--- src/rtl/button_conditioner_pkg.sv ---
// Shared definitions for the button conditioner: autorepeat FSM encoding and a
// width helper used to size the prescaler and debounce counters.
package button_conditioner_pkg;

  typedef enum logic [1:0] {
    RPT_IDLE   = 2'd0,
    RPT_DELAY  = 2'd1,
    RPT_PERIOD = 2'd2
  } rpt_state_e;

  // Bits needed to count 0..value-1, never less than one.
  function automatic int clog2_min1(input int value);
    int w;
    w = 0;
    for (int i = 0; i < 31; i++) begin
      if ((1 << i) < value) w = i + 1;
    end
    return (w < 1) ? 1 : w;
  endfunction

endpackage

--- src/rtl/button_channel.sv ---
// One conditioned input: tick-based debounce, edge pulses, hold-to-autorepeat
// FSM and a sticky pending flag with write-1-to-clear.
module button_channel
  import button_conditioner_pkg::*;
#(
  parameter int DEBOUNCE_TICKS = 8,
  parameter int W_REPEAT       = 8
) (
  input  logic                clk_sys,
  input  logic                rst_n,
  input  logic                i_tick,
  input  logic                i_cond,
  input  logic                i_repeat_en,
  input  logic [W_REPEAT-1:0] i_repeat_delay,
  input  logic [W_REPEAT-1:0] i_repeat_period,
  input  logic                i_pending_clr,
  output logic                o_state,
  output logic                o_rise,
  output logic                o_fall,
  output logic                o_repeat,
  output logic                o_pending,
  output rpt_state_e          o_rpt_state
);

  localparam int CW = clog2_min1(DEBOUNCE_TICKS);
  localparam logic [CW-1:0] DB_LAST = CW'(DEBOUNCE_TICKS - 1);

  logic [CW-1:0]       r_db_cnt;
  logic                r_state;
  logic                r_rise;
  logic                r_fall;
  logic                r_repeat;
  logic                r_pending;
  rpt_state_e          r_rpt_state;
  rpt_state_e          w_rpt_state_nxt;
  logic [W_REPEAT-1:0] r_rpt_cnt;
  logic [W_REPEAT-1:0] w_rpt_cnt_nxt;
  logic                w_repeat_ev;
  logic                w_flip;
  logic                w_rise_ev;
  logic                w_fall_ev;
  logic [W_REPEAT-1:0] w_delay_last;
  logic [W_REPEAT-1:0] w_period_last;

  assign w_flip    = i_tick && (i_cond != r_state) && (r_db_cnt == DB_LAST);
  assign w_rise_ev = w_flip & i_cond;
  assign w_fall_ev = w_flip & ~i_cond;

  // A programmed delay/period of zero behaves as one tick.
  assign w_delay_last  = (i_repeat_delay == '0)  ? '0 : i_repeat_delay - W_REPEAT'(1);
  assign w_period_last = (i_repeat_period == '0) ? '0 : i_repeat_period - W_REPEAT'(1);

  always_ff @(posedge clk_sys or negedge rst_n) begin
    if (!rst_n) begin
      r_db_cnt <= '0;
      r_state  <= 1'b0;
      r_rise   <= 1'b0;
      r_fall   <= 1'b0;
    end else begin
      r_rise <= w_rise_ev;
      r_fall <= w_fall_ev;
      if (i_tick) begin
        if (i_cond == r_state) begin
          r_db_cnt <= '0;
        end else if (r_db_cnt == DB_LAST) begin
          r_state  <= i_cond;
          r_db_cnt <= '0;
        end else begin
          r_db_cnt <= r_db_cnt + CW'(1);
        end
      end
    end
  end

  // The FSM reacts to the edge events in the same cycle the state register
  // updates, so a release always wins over a repeat falling on that tick.
  always_comb begin
    w_rpt_state_nxt = r_rpt_state;
    w_rpt_cnt_nxt   = r_rpt_cnt;
    w_repeat_ev     = 1'b0;
    if (w_fall_ev || !i_repeat_en) begin
      w_rpt_state_nxt = RPT_IDLE;
      w_rpt_cnt_nxt   = '0;
    end else begin
      case (r_rpt_state)
        RPT_IDLE: begin
          if (w_rise_ev) begin
            w_rpt_state_nxt = RPT_DELAY;
            w_rpt_cnt_nxt   = '0;
          end
        end
        RPT_DELAY: begin
          if (i_tick) begin
            if (r_rpt_cnt == w_delay_last) begin
              w_repeat_ev     = 1'b1;
              w_rpt_state_nxt = RPT_PERIOD;
              w_rpt_cnt_nxt   = '0;
            end else begin
              w_rpt_cnt_nxt = r_rpt_cnt + W_REPEAT'(1);
            end
          end
        end
        RPT_PERIOD: begin
          if (i_tick) begin
            if (r_rpt_cnt == w_period_last) begin
              w_repeat_ev   = 1'b1;
              w_rpt_cnt_nxt = '0;
            end else begin
              w_rpt_cnt_nxt = r_rpt_cnt + W_REPEAT'(1);
            end
          end
        end
        default: begin
          w_rpt_state_nxt = RPT_IDLE;
          w_rpt_cnt_nxt   = '0;
        end
      endcase
    end
  end

  always_ff @(posedge clk_sys or negedge rst_n) begin
    if (!rst_n) begin
      r_rpt_state <= RPT_IDLE;
      r_rpt_cnt   <= '0;
      r_repeat    <= 1'b0;
      r_pending   <= 1'b0;
    end else begin
      r_rpt_state <= w_rpt_state_nxt;
      r_rpt_cnt   <= w_rpt_cnt_nxt;
      r_repeat    <= w_repeat_ev;
      // Set from the visible pulses; a set beats a simultaneous clear.
      if (r_rise || r_repeat) begin
        r_pending <= 1'b1;
      end else if (i_pending_clr) begin
        r_pending <= 1'b0;
      end
    end
  end

  assign o_state     = r_state;
  assign o_rise      = r_rise;
  assign o_fall      = r_fall;
  assign o_repeat    = r_repeat;
  assign o_pending   = r_pending;
  assign o_rpt_state = r_rpt_state;

endmodule

--- src/rtl/button_conditioner.sv ---
// Multi-channel pad conditioner: shared synchroniser and sample-tick prescaler
// feeding one button_channel per input, plus the summary interrupt.
module button_conditioner
  import button_conditioner_pkg::*;
#(
  parameter int                    N_CHANNELS     = 4,
  parameter int                    SYNC_STAGES    = 2,
  parameter logic [N_CHANNELS-1:0] INVERT_MASK    = {N_CHANNELS{1'b0}},
  parameter int                    PRESCALE       = 1024,
  parameter int                    DEBOUNCE_TICKS = 8,
  parameter int                    W_REPEAT       = 8
) (
  input  logic                    clk_sys,
  input  logic                    rst_n,
  input  logic [N_CHANNELS-1:0]   pad,
  input  logic [N_CHANNELS-1:0]   repeat_en,
  input  logic [W_REPEAT-1:0]     repeat_delay,
  input  logic [W_REPEAT-1:0]     repeat_period,
  input  logic [N_CHANNELS-1:0]   pending_clr,
  output logic [N_CHANNELS-1:0]   state,
  output logic [N_CHANNELS-1:0]   rise,
  output logic [N_CHANNELS-1:0]   fall,
  output logic [N_CHANNELS-1:0]   repeat_pulse,
  output logic [N_CHANNELS-1:0]   pending,
  output logic                    irq,
  output logic [2*N_CHANNELS-1:0] rpt_state_dbg
);

  localparam int PW = clog2_min1(PRESCALE);
  localparam logic [PW-1:0] PRE_LAST = PW'(PRESCALE - 1);

  logic [SYNC_STAGES-1:0][N_CHANNELS-1:0] r_sync;
  logic [N_CHANNELS-1:0]                  w_cond;
  logic [PW-1:0]                          r_presc;
  logic                                   w_tick;

  always_ff @(posedge clk_sys or negedge rst_n) begin
    if (!rst_n) begin
      r_sync <= '0;
    end else begin
      r_sync <= {r_sync[SYNC_STAGES-2:0], pad};
    end
  end

  assign w_cond = r_sync[SYNC_STAGES-1] ^ INVERT_MASK;

  assign w_tick = (r_presc == PRE_LAST);

  always_ff @(posedge clk_sys or negedge rst_n) begin
    if (!rst_n) begin
      r_presc <= '0;
    end else begin
      r_presc <= w_tick ? '0 : r_presc + PW'(1);
    end
  end

  for (genvar g = 0; g < N_CHANNELS; g++) begin : g_ch
    rpt_state_e w_ch_rpt;

    button_channel #(
      .DEBOUNCE_TICKS (DEBOUNCE_TICKS),
      .W_REPEAT       (W_REPEAT)
    ) u_channel (
      .clk_sys         (clk_sys),
      .rst_n           (rst_n),
      .i_tick          (w_tick),
      .i_cond          (w_cond[g]),
      .i_repeat_en     (repeat_en[g]),
      .i_repeat_delay  (repeat_delay),
      .i_repeat_period (repeat_period),
      .i_pending_clr   (pending_clr[g]),
      .o_state         (state[g]),
      .o_rise          (rise[g]),
      .o_fall          (fall[g]),
      .o_repeat        (repeat_pulse[g]),
      .o_pending       (pending[g]),
      .o_rpt_state     (w_ch_rpt)
    );

    assign rpt_state_dbg[2*g +: 2] = w_ch_rpt;
  end

  assign irq = |pending;

endmodule

--- config.mk ---
export PLATFORM = sky130hd
export DESIGN_NAME = button_conditioner
export DESIGN_NICKNAME = d
export VERILOG_FILES = /design/src/rtl/button_conditioner_pkg.sv /design/src/rtl/button_channel.sv /design/src/rtl/button_conditioner.sv
export SDC_FILE = /design/constraint.sdc
export NUM_CORES = 1
export LEC_CHECK = 0
export CAP_MARGIN = 20
export CORE_UTILIZATION = 49
export CTS_CLUSTER_DIAMETER = 150
export DETAILED_ROUTE_END_ITERATION = 10
export PLACE_DENSITY = 0.79
export SLEW_MARGIN = 40
export SYNTH_ARGS = -nofsm -noshare
export SYNTH_HDL_FRONTEND = slang
export SYNTH_SLANG_ARGS = --single-unit
--- constraint.sdc ---
create_clock -name clk_sys -period 2.8 [get_ports clk_sys]
set_input_delay 0.7 -clock clk_sys [delete_from_list [all_inputs] [get_ports clk_sys]]
set_output_delay 0.7 -clock clk_sys [all_outputs]
set_load 0.02 [all_outputs]
==> flow_metrics.tcl, run 1 <==
set metrics [dict create \
    dieArea_um2 14500 \
    power.leakage_uw 0.00404 \
    synthAdderAreaFrac_pct 5.45 \
    final_cell_mix "buf_4, dfrtp_1, nand2_1" \
    cts_num_sinks 90 \
    holdWs_ns 0.349 \
    cpMaxStageDelayCell "or4_4" \
    synthToLayoutAreaGrowth_pct 37.0 \
    path_cells "buf_8 > or4_4 > or4_4 > a21oi_4 > o22ai_4 > o41ai_2 > a21o_1 > buf_4 > buf_4 > o21ai_0 > o2bb2ai_2" \
    clockRootBuffer "clkbuf_16" \
    wl_per_cell_um 17.9 \
    ir_worst_vdd_mv 0.447 \
    worst_slew_pin_slew_ns 0.608 \
    rows 42 \
    required_ns 3.03 \
    avgSynthCellArea_um2 8.28 \
    hold_start "r_sync[3]$_DFF_PN0_" \
    p_int_uw 2660 \
    mostFrequentLayoutCell "buf_4" \
    crit_path_end_kind "register" \
    gp_congestion 1.06 \
    yosys.area_share.xor_xnor_pct 4.90 \
    path_class "in -> reg" \
    cts_tree "built" \
    clk_latency_ns 0.34 \
    postLayoutSetupSlackWorst_ns -0.115 \
    seqPwrFrac_pct 34.8 \
    synthSimpleGateAreaFrac_pct 25.1 \
    r2r_start "r_presc[0]$_DFF_PN0_" \
    grtUsageTotal_pct 28.1 \
    slowest_delay_ns 0.55 \
    setup-violations-final 16 \
    dp_hpwl_um 14200 \
    drtIter0Drc 636 \
    start_kind "input port" \
    synth.cell_area_um2 6890 \
    setup_tns_ns -0.752 \
    viasPerCell 6.09 \
    relSlewSlack_pct 59.5 \
    drcViolationCount 0 \
    switching_share_pct 34.7 \
    finalInstanceArea_um2 9440 \
    worstPathArrival_ns 3.15 \
    nets 1036 \
    cp_num_buf_inv 3 \
    synth_cell_types 91 \
    synth_seq_cells 90 \
    crit_family "compound AO/OA/AOI/OAI gates" \
    reg2reg_slack_ns 0.13 \
    ioPinCount 59 \
    synth_top_family_by_area "simple AND/OR/NAND/NOR gates" \
    synthMuxAreaShare_pct 0.636 \
    fin_crit_sh_pct 104 \
    power_density_nw_per_um2 431 \
    rsz0062_at_grt "true" \
    numCtsBuffers 9 \
    grt_max_degree 49 \
    drt_wl_total_um 20600 \
    cts_buffer_depth 2 \
    synth-compound-area-share_pct 23.6 \
    violations "setup timing" \
    grt_pass1_wl_um 32300 \
    grt_pass1_vias 6648 \
    core_um2 13500 \
    ys_warn_count 0 \
    comb_power_share_pct 38.4 \
    portBuffers 58 \
    crit_fanout 5 \
    hp-class "reg -> reg" \
    placed_cell_area_um2 8360 \
    max_freq_ghz 0.343 \
    antenna-diode-count 0 \
    maxCapViolations 0 \
    finalClockSkew_ns 0.00457 \
    die_w_um 121 \
    vias 7042 \
    setup.worst_path.start "repeat_delay[2]" \
    yosysSeqAreaShare_pct 32.7 \
    antenna_found_initial 0 \
    initial_core_util_pct 51.2 \
    clockPowerShare_pct 26.8 \
    layout-drive-gt1-share_pct 31.1 \
    ys.flop_type "dfrtp_1" \
    cts.htree.levels 3 \
    synth_nets 892 \
    die_y_um 121 \
    hold_viol_final 0 \
    ant_nets 0 \
    layout_min_cycle_time_ns 2.92 \
    firstDrtPassIters 5 \
    final_util_pct 70.2 \
    synthArstFlopShare_pct 100 \
    path_clk_slew_ns 0.06 \
    switchingPower_uw 1410 \
    grt.overflow.total 0 \
    syn_inst 832 \
    status "finished with violations" \
    synth-edff-count 0 \
    maxSlewViolCount 0 \
]
[worst register-to-register path, delay by kind of cell (launching register included)]
| family | cells | cell delay (ns) |
|---|---|---|
| fa+ha+maj | 1 | 0.21 |
| flops | 1 | 0.38 |
| compound gates | 3 | 0.57 |
| buf+inv | 1 | 0.26 |
| simple gates | 5 | 1.17 |
[metal layers]
| layer | up-vias | track usage [%] | wire, µm |
|---|---|---|---|
| met1 | 3407 | 36.6 | 8610 |
| met5 | - | 0 | 0 |
| met3 | 48 | 5.47 | 1470 |
| met2 | 311 | 45.8 | 9950 |
| met4 | 0 | 11.5 | 602 |
| li1 | 3276 | - | - |
[flip-flops by register name, indices dropped and copies added (netlist names)]
register                    cells
r_sync                          4
g_ch.u_channel.o_pending        4
g_ch.u_channel.o_fall           4
g_ch.u_channel.o_rise           4
g_ch.u_channel.r_db_cnt        12
w_cond                          4
g_ch.u_channel.o_repeat         4
r_presc                        10
g_ch.u_channel.o_state          4
g_ch.u_channel.o_rpt_state      8
g_ch.u_channel.r_rpt_cnt       32
[Yosys cell counts (all sizes together) (13+ instances only)]
cell type | n | share of area, %
nand2 | 91 | 5.0
dfrtp | 90 | 33
nor2 | 64 | 3.6
o21ai | 53 | 3.8
nand3 | 45 | 3.3
inv | 39 | 2.1
clkbuf | 38 | 2.1
buf | 37 | 3.5
a21oi | 30 | 2.3
ha | 30 | 5.4
nor3 | 29 | 2.3
xnor2 | 22 | 2.8
and3 | 21 | 2.0
o211ai | 14 | 1.5
o22ai | 14 | 1.5
xor2 | 14 | 1.8
nand2b | 13 | 1.2
[power by group through the flow]
stage          clock network, µW  registers, µW  logic, µW
2_1_floorplan                  0           1460        763
3_3_place_gp                   0           1440       1260
3_5_place_dp                   0           1440       1280
4_1_cts                     1110           1410       1400
5_1_grt                     1160           1430       1690
6_report                    1090           1420       1570
[worst paths after layout]
kind | to | cells past startpoint
worst max-delay path | g_ch[2].u_channel.r_rpt_cnt[4]$_DFFE_PN0P_ | 11
worst min-delay path | w_cond[3]$_DFF_PN0_ | 0
worst max register to register | g_ch[2].u_channel.r_rpt_cnt[7]$_DFFE_PN0P_ | 10
worst min register to register | w_cond[3]$_DFF_PN0_ | 0
max in group asynchronous | g_ch[2].u_channel.r_rpt_cnt[6]$_DFFE_PN0P_ | 2
min in group asynchronous | r_presc[2]$_DFF_PN0_ | 1
[metrics by stage]
stage	total power [µW]	setup slack, ns	std cells
after global placement	2700	-0.877	1110
final	4070	-0.115	1156
after floorplan	2220	-0.341	832
after detailed placement	2720	-0.915	1110
after CTS	3930	-0.0616	1141
after global routing	4280	-0.155	1156
[cell type report]
class                           count  area (µm²)
Clock inverter                      4        28.8
Tap cell                          176         220
Inverter                           39         159
Sequential cell                    90        2250
Multi-Input combinational cell    628        4760
Clock buffer                       11         233
Timing Repair Buffer              208        1780
Fill cell                        1015        4010
[cells by family after synthesis]
kind of cell | after synthesis
buffers and inverters | 114
muxes | 4
DFF | 90
xor gates and xnor gates | 37
AOI/OAI and AO/OA | 224
and+or+nand+nor | 333
adders and majority gates | 30
[timing repair]
action / in CTS / in global routing
endpoints found under the setup margin: 44 / 37
hold buffers: 0 / 0
pin swaps: 51 / 46
buffers inserted: 16 / 18
resized for setup: 117 / 84
cloned: 0 / 0
Power figures use the tool's default switching activity.
==> inputs of run 2 (changes only) <==
SLEW_MARGIN = unset   (was 40)
==> run 2 against run 1 <==
Effect of this change:
- the flow still finishes with violations (setup timing)
- setup slack lost 0.00061 ns
- first-iteration DRC count shrank 12%
- sequential share of layout area is essentially flat
==> flow_metrics.tcl, run 2 (synthesized netlist as in run 1, its figures left out) <==
set metrics [dict create \
    layout_min_cycle_time_ns 2.92 \
    dieArea_um2 14500 \
    top_regs "g_ch.u_channel.r_rpt_cnt x32, g_ch.u_channel.r_db_cnt x12, r_presc x10" \
    slowest_delay_ns 0.55 \
    setup_tns_ns -0.694 \
    path_class "in -> reg" \
    cpMaxStageDelayCell "or4_4" \
    rsz0062_at_grt "true" \
    p_total_uw 4070 \
    synthToLayoutAreaGrowth_pct 36.8 \
    fin_crit_sh_pct 104 \
    crit_path_end_kind "register" \
    required_ns 3.03 \
    die_w_um 121 \
    largest_reg_flops 32 \
    maxCapViolations 0 \
    core_um2 13500 \
    grt_pass1_wl_um 32300 \
    cts.htree.levels 3 \
    drt_wl_total_um 20600 \
    viasPerCell 6.06 \
    worstPathArrival_ns 3.15 \
    antenna_found_initial 0 \
    rows 42 \
    firstDrtPassIters 5 \
    final_cell_mix "buf_4, dfrtp_1, nand2_1" \
    die_y_um 121 \
    vias 7011 \
    power.leakage_uw 0.00404 \
    postLayoutSetupSlackWorst_ns -0.116 \
    ioPinCount 59 \
    regMostFlops "g_ch.u_channel.r_rpt_cnt" \
    grt_pass1_vias 6648 \
    path_clk_slew_ns 0.06 \
    max_freq_ghz 0.343 \
    grt_max_degree 49 \
    finalClockSkew_ns 0.00545 \
    maxSlewViolCount 0 \
    holdWs_ns 0.349 \
    cts_buffer_depth 2 \
    ant_nets 0 \
    crit_fanout 5 \
    relSlewSlack_pct 42.0 \
    gp_congestion 1.06 \
    drtIter0Drc 558 \
    cts_num_sinks 90 \
    drcViolationCount 0 \
    power_density_nw_per_um2 431 \
    portBuffers 58 \
    dp_hpwl_um 14200 \
    wl_per_cell_um 17.8 \
    numCtsBuffers 9 \
    status "finished with violations" \
    hp-class "reg -> reg" \
    layout-drive-gt1-share_pct 30.9 \
    grt.overflow.total 0 \
    nets 1036 \
    clockRootBuffer "clkbuf_16" \
    violations "setup timing" \
    pre_cts_ws_ns -0.915 \
    ir_worst_vdd_mv 0.448 \
    path_cells "buf_8 > or4_4 > or4_4 > a21oi_4 > o22ai_4 > o41ai_2 > a21o_1 > buf_4 > buf_4 > o21ai_0 > o2bb2ai_2" \
    mostFrequentLayoutCell "buf_4" \
    cts_tree "built" \
    num-fill-cells 1014 \
    antenna-diode-count 0 \
    hold_viol_final 0 \
    setup-violations-final 14 \
    start_kind "input port" \
    clk_latency_ns 0.35 \
    worst_slew_pin_slew_ns 0.868 \
    grtUsageTotal_pct 28.1 \
    initial_core_util_pct 51.2 \
]
-- run 2: worst paths after layout --
check                      slack (ns)  cells after the start                                          to                  from
max reg2reg                      0.13                     10  g_ch[2].u_channel.r_rpt_cnt[7]$_DFFE_PN0P_  r_presc[0]$_DFF_PN0_
max                             -0.12                     11  g_ch[2].u_channel.r_rpt_cnt[4]$_DFFE_PN0P_       repeat_delay[2]
min                              0.35                      0                         w_cond[3]$_DFF_PN0_   r_sync[3]$_DFF_PN0_
max in group asynchronous        1.81                      2  g_ch[2].u_channel.r_rpt_cnt[6]$_DFFE_PN0P_                 rst_n
min in group asynchronous        0.37                      1                        r_presc[2]$_DFF_PN0_                 rst_n
min reg2reg                      0.35                      0                         w_cond[3]$_DFF_PN0_   r_sync[3]$_DFF_PN0_
-- run 2: critical path, delay by kind of cell --
family	cells	cell delay [ns]
buffers and inverters	3	0.33
AO/OA/AOI/OAI	6	1.07
AND/OR/NAND/NOR	2	1.05
-- run 2: final cells by class --
class	count	area, µm²	share of cell area, %
Clock buffer	11	233	2.47
Clock inverter	4	28.8	0.305
Inverter	39	159	1.69
Multi-Input combinational cell	628	4750	50.4
Sequential cell	90	2250	23.9
Tap cell	176	220	2.34
Timing Repair Buffer	208	1780	18.9
-- run 2: what timing repair did --
action,in CTS,in global routing
buffers inserted,16,18
pin swaps,51,46
setup endpoints to repair,44,37
resized for setup,117,83
hold buffers,0,0
-- run 2: metrics by stage --
stage	cell area, µm²	util, %	cells
finish	9430	70.1	1156
global route	9430	70.1	1156
CTS	9000	66.9	1141
detailed placement	8360	62.2	1110
global placement	8360	62.2	1110
floorplan	7090	-	832
-- run 2: metal layers --
metal  track usage (%)  wire [µm]
met5                 0          0
met4              11.5        600
met3              5.47       1450
met2              45.8       9880
met1              36.6       8620
-- run 2: power by group --
group,internal [µW],switching (µW)
combinational,708,851
sequential,1350,64.6
clock,598,494
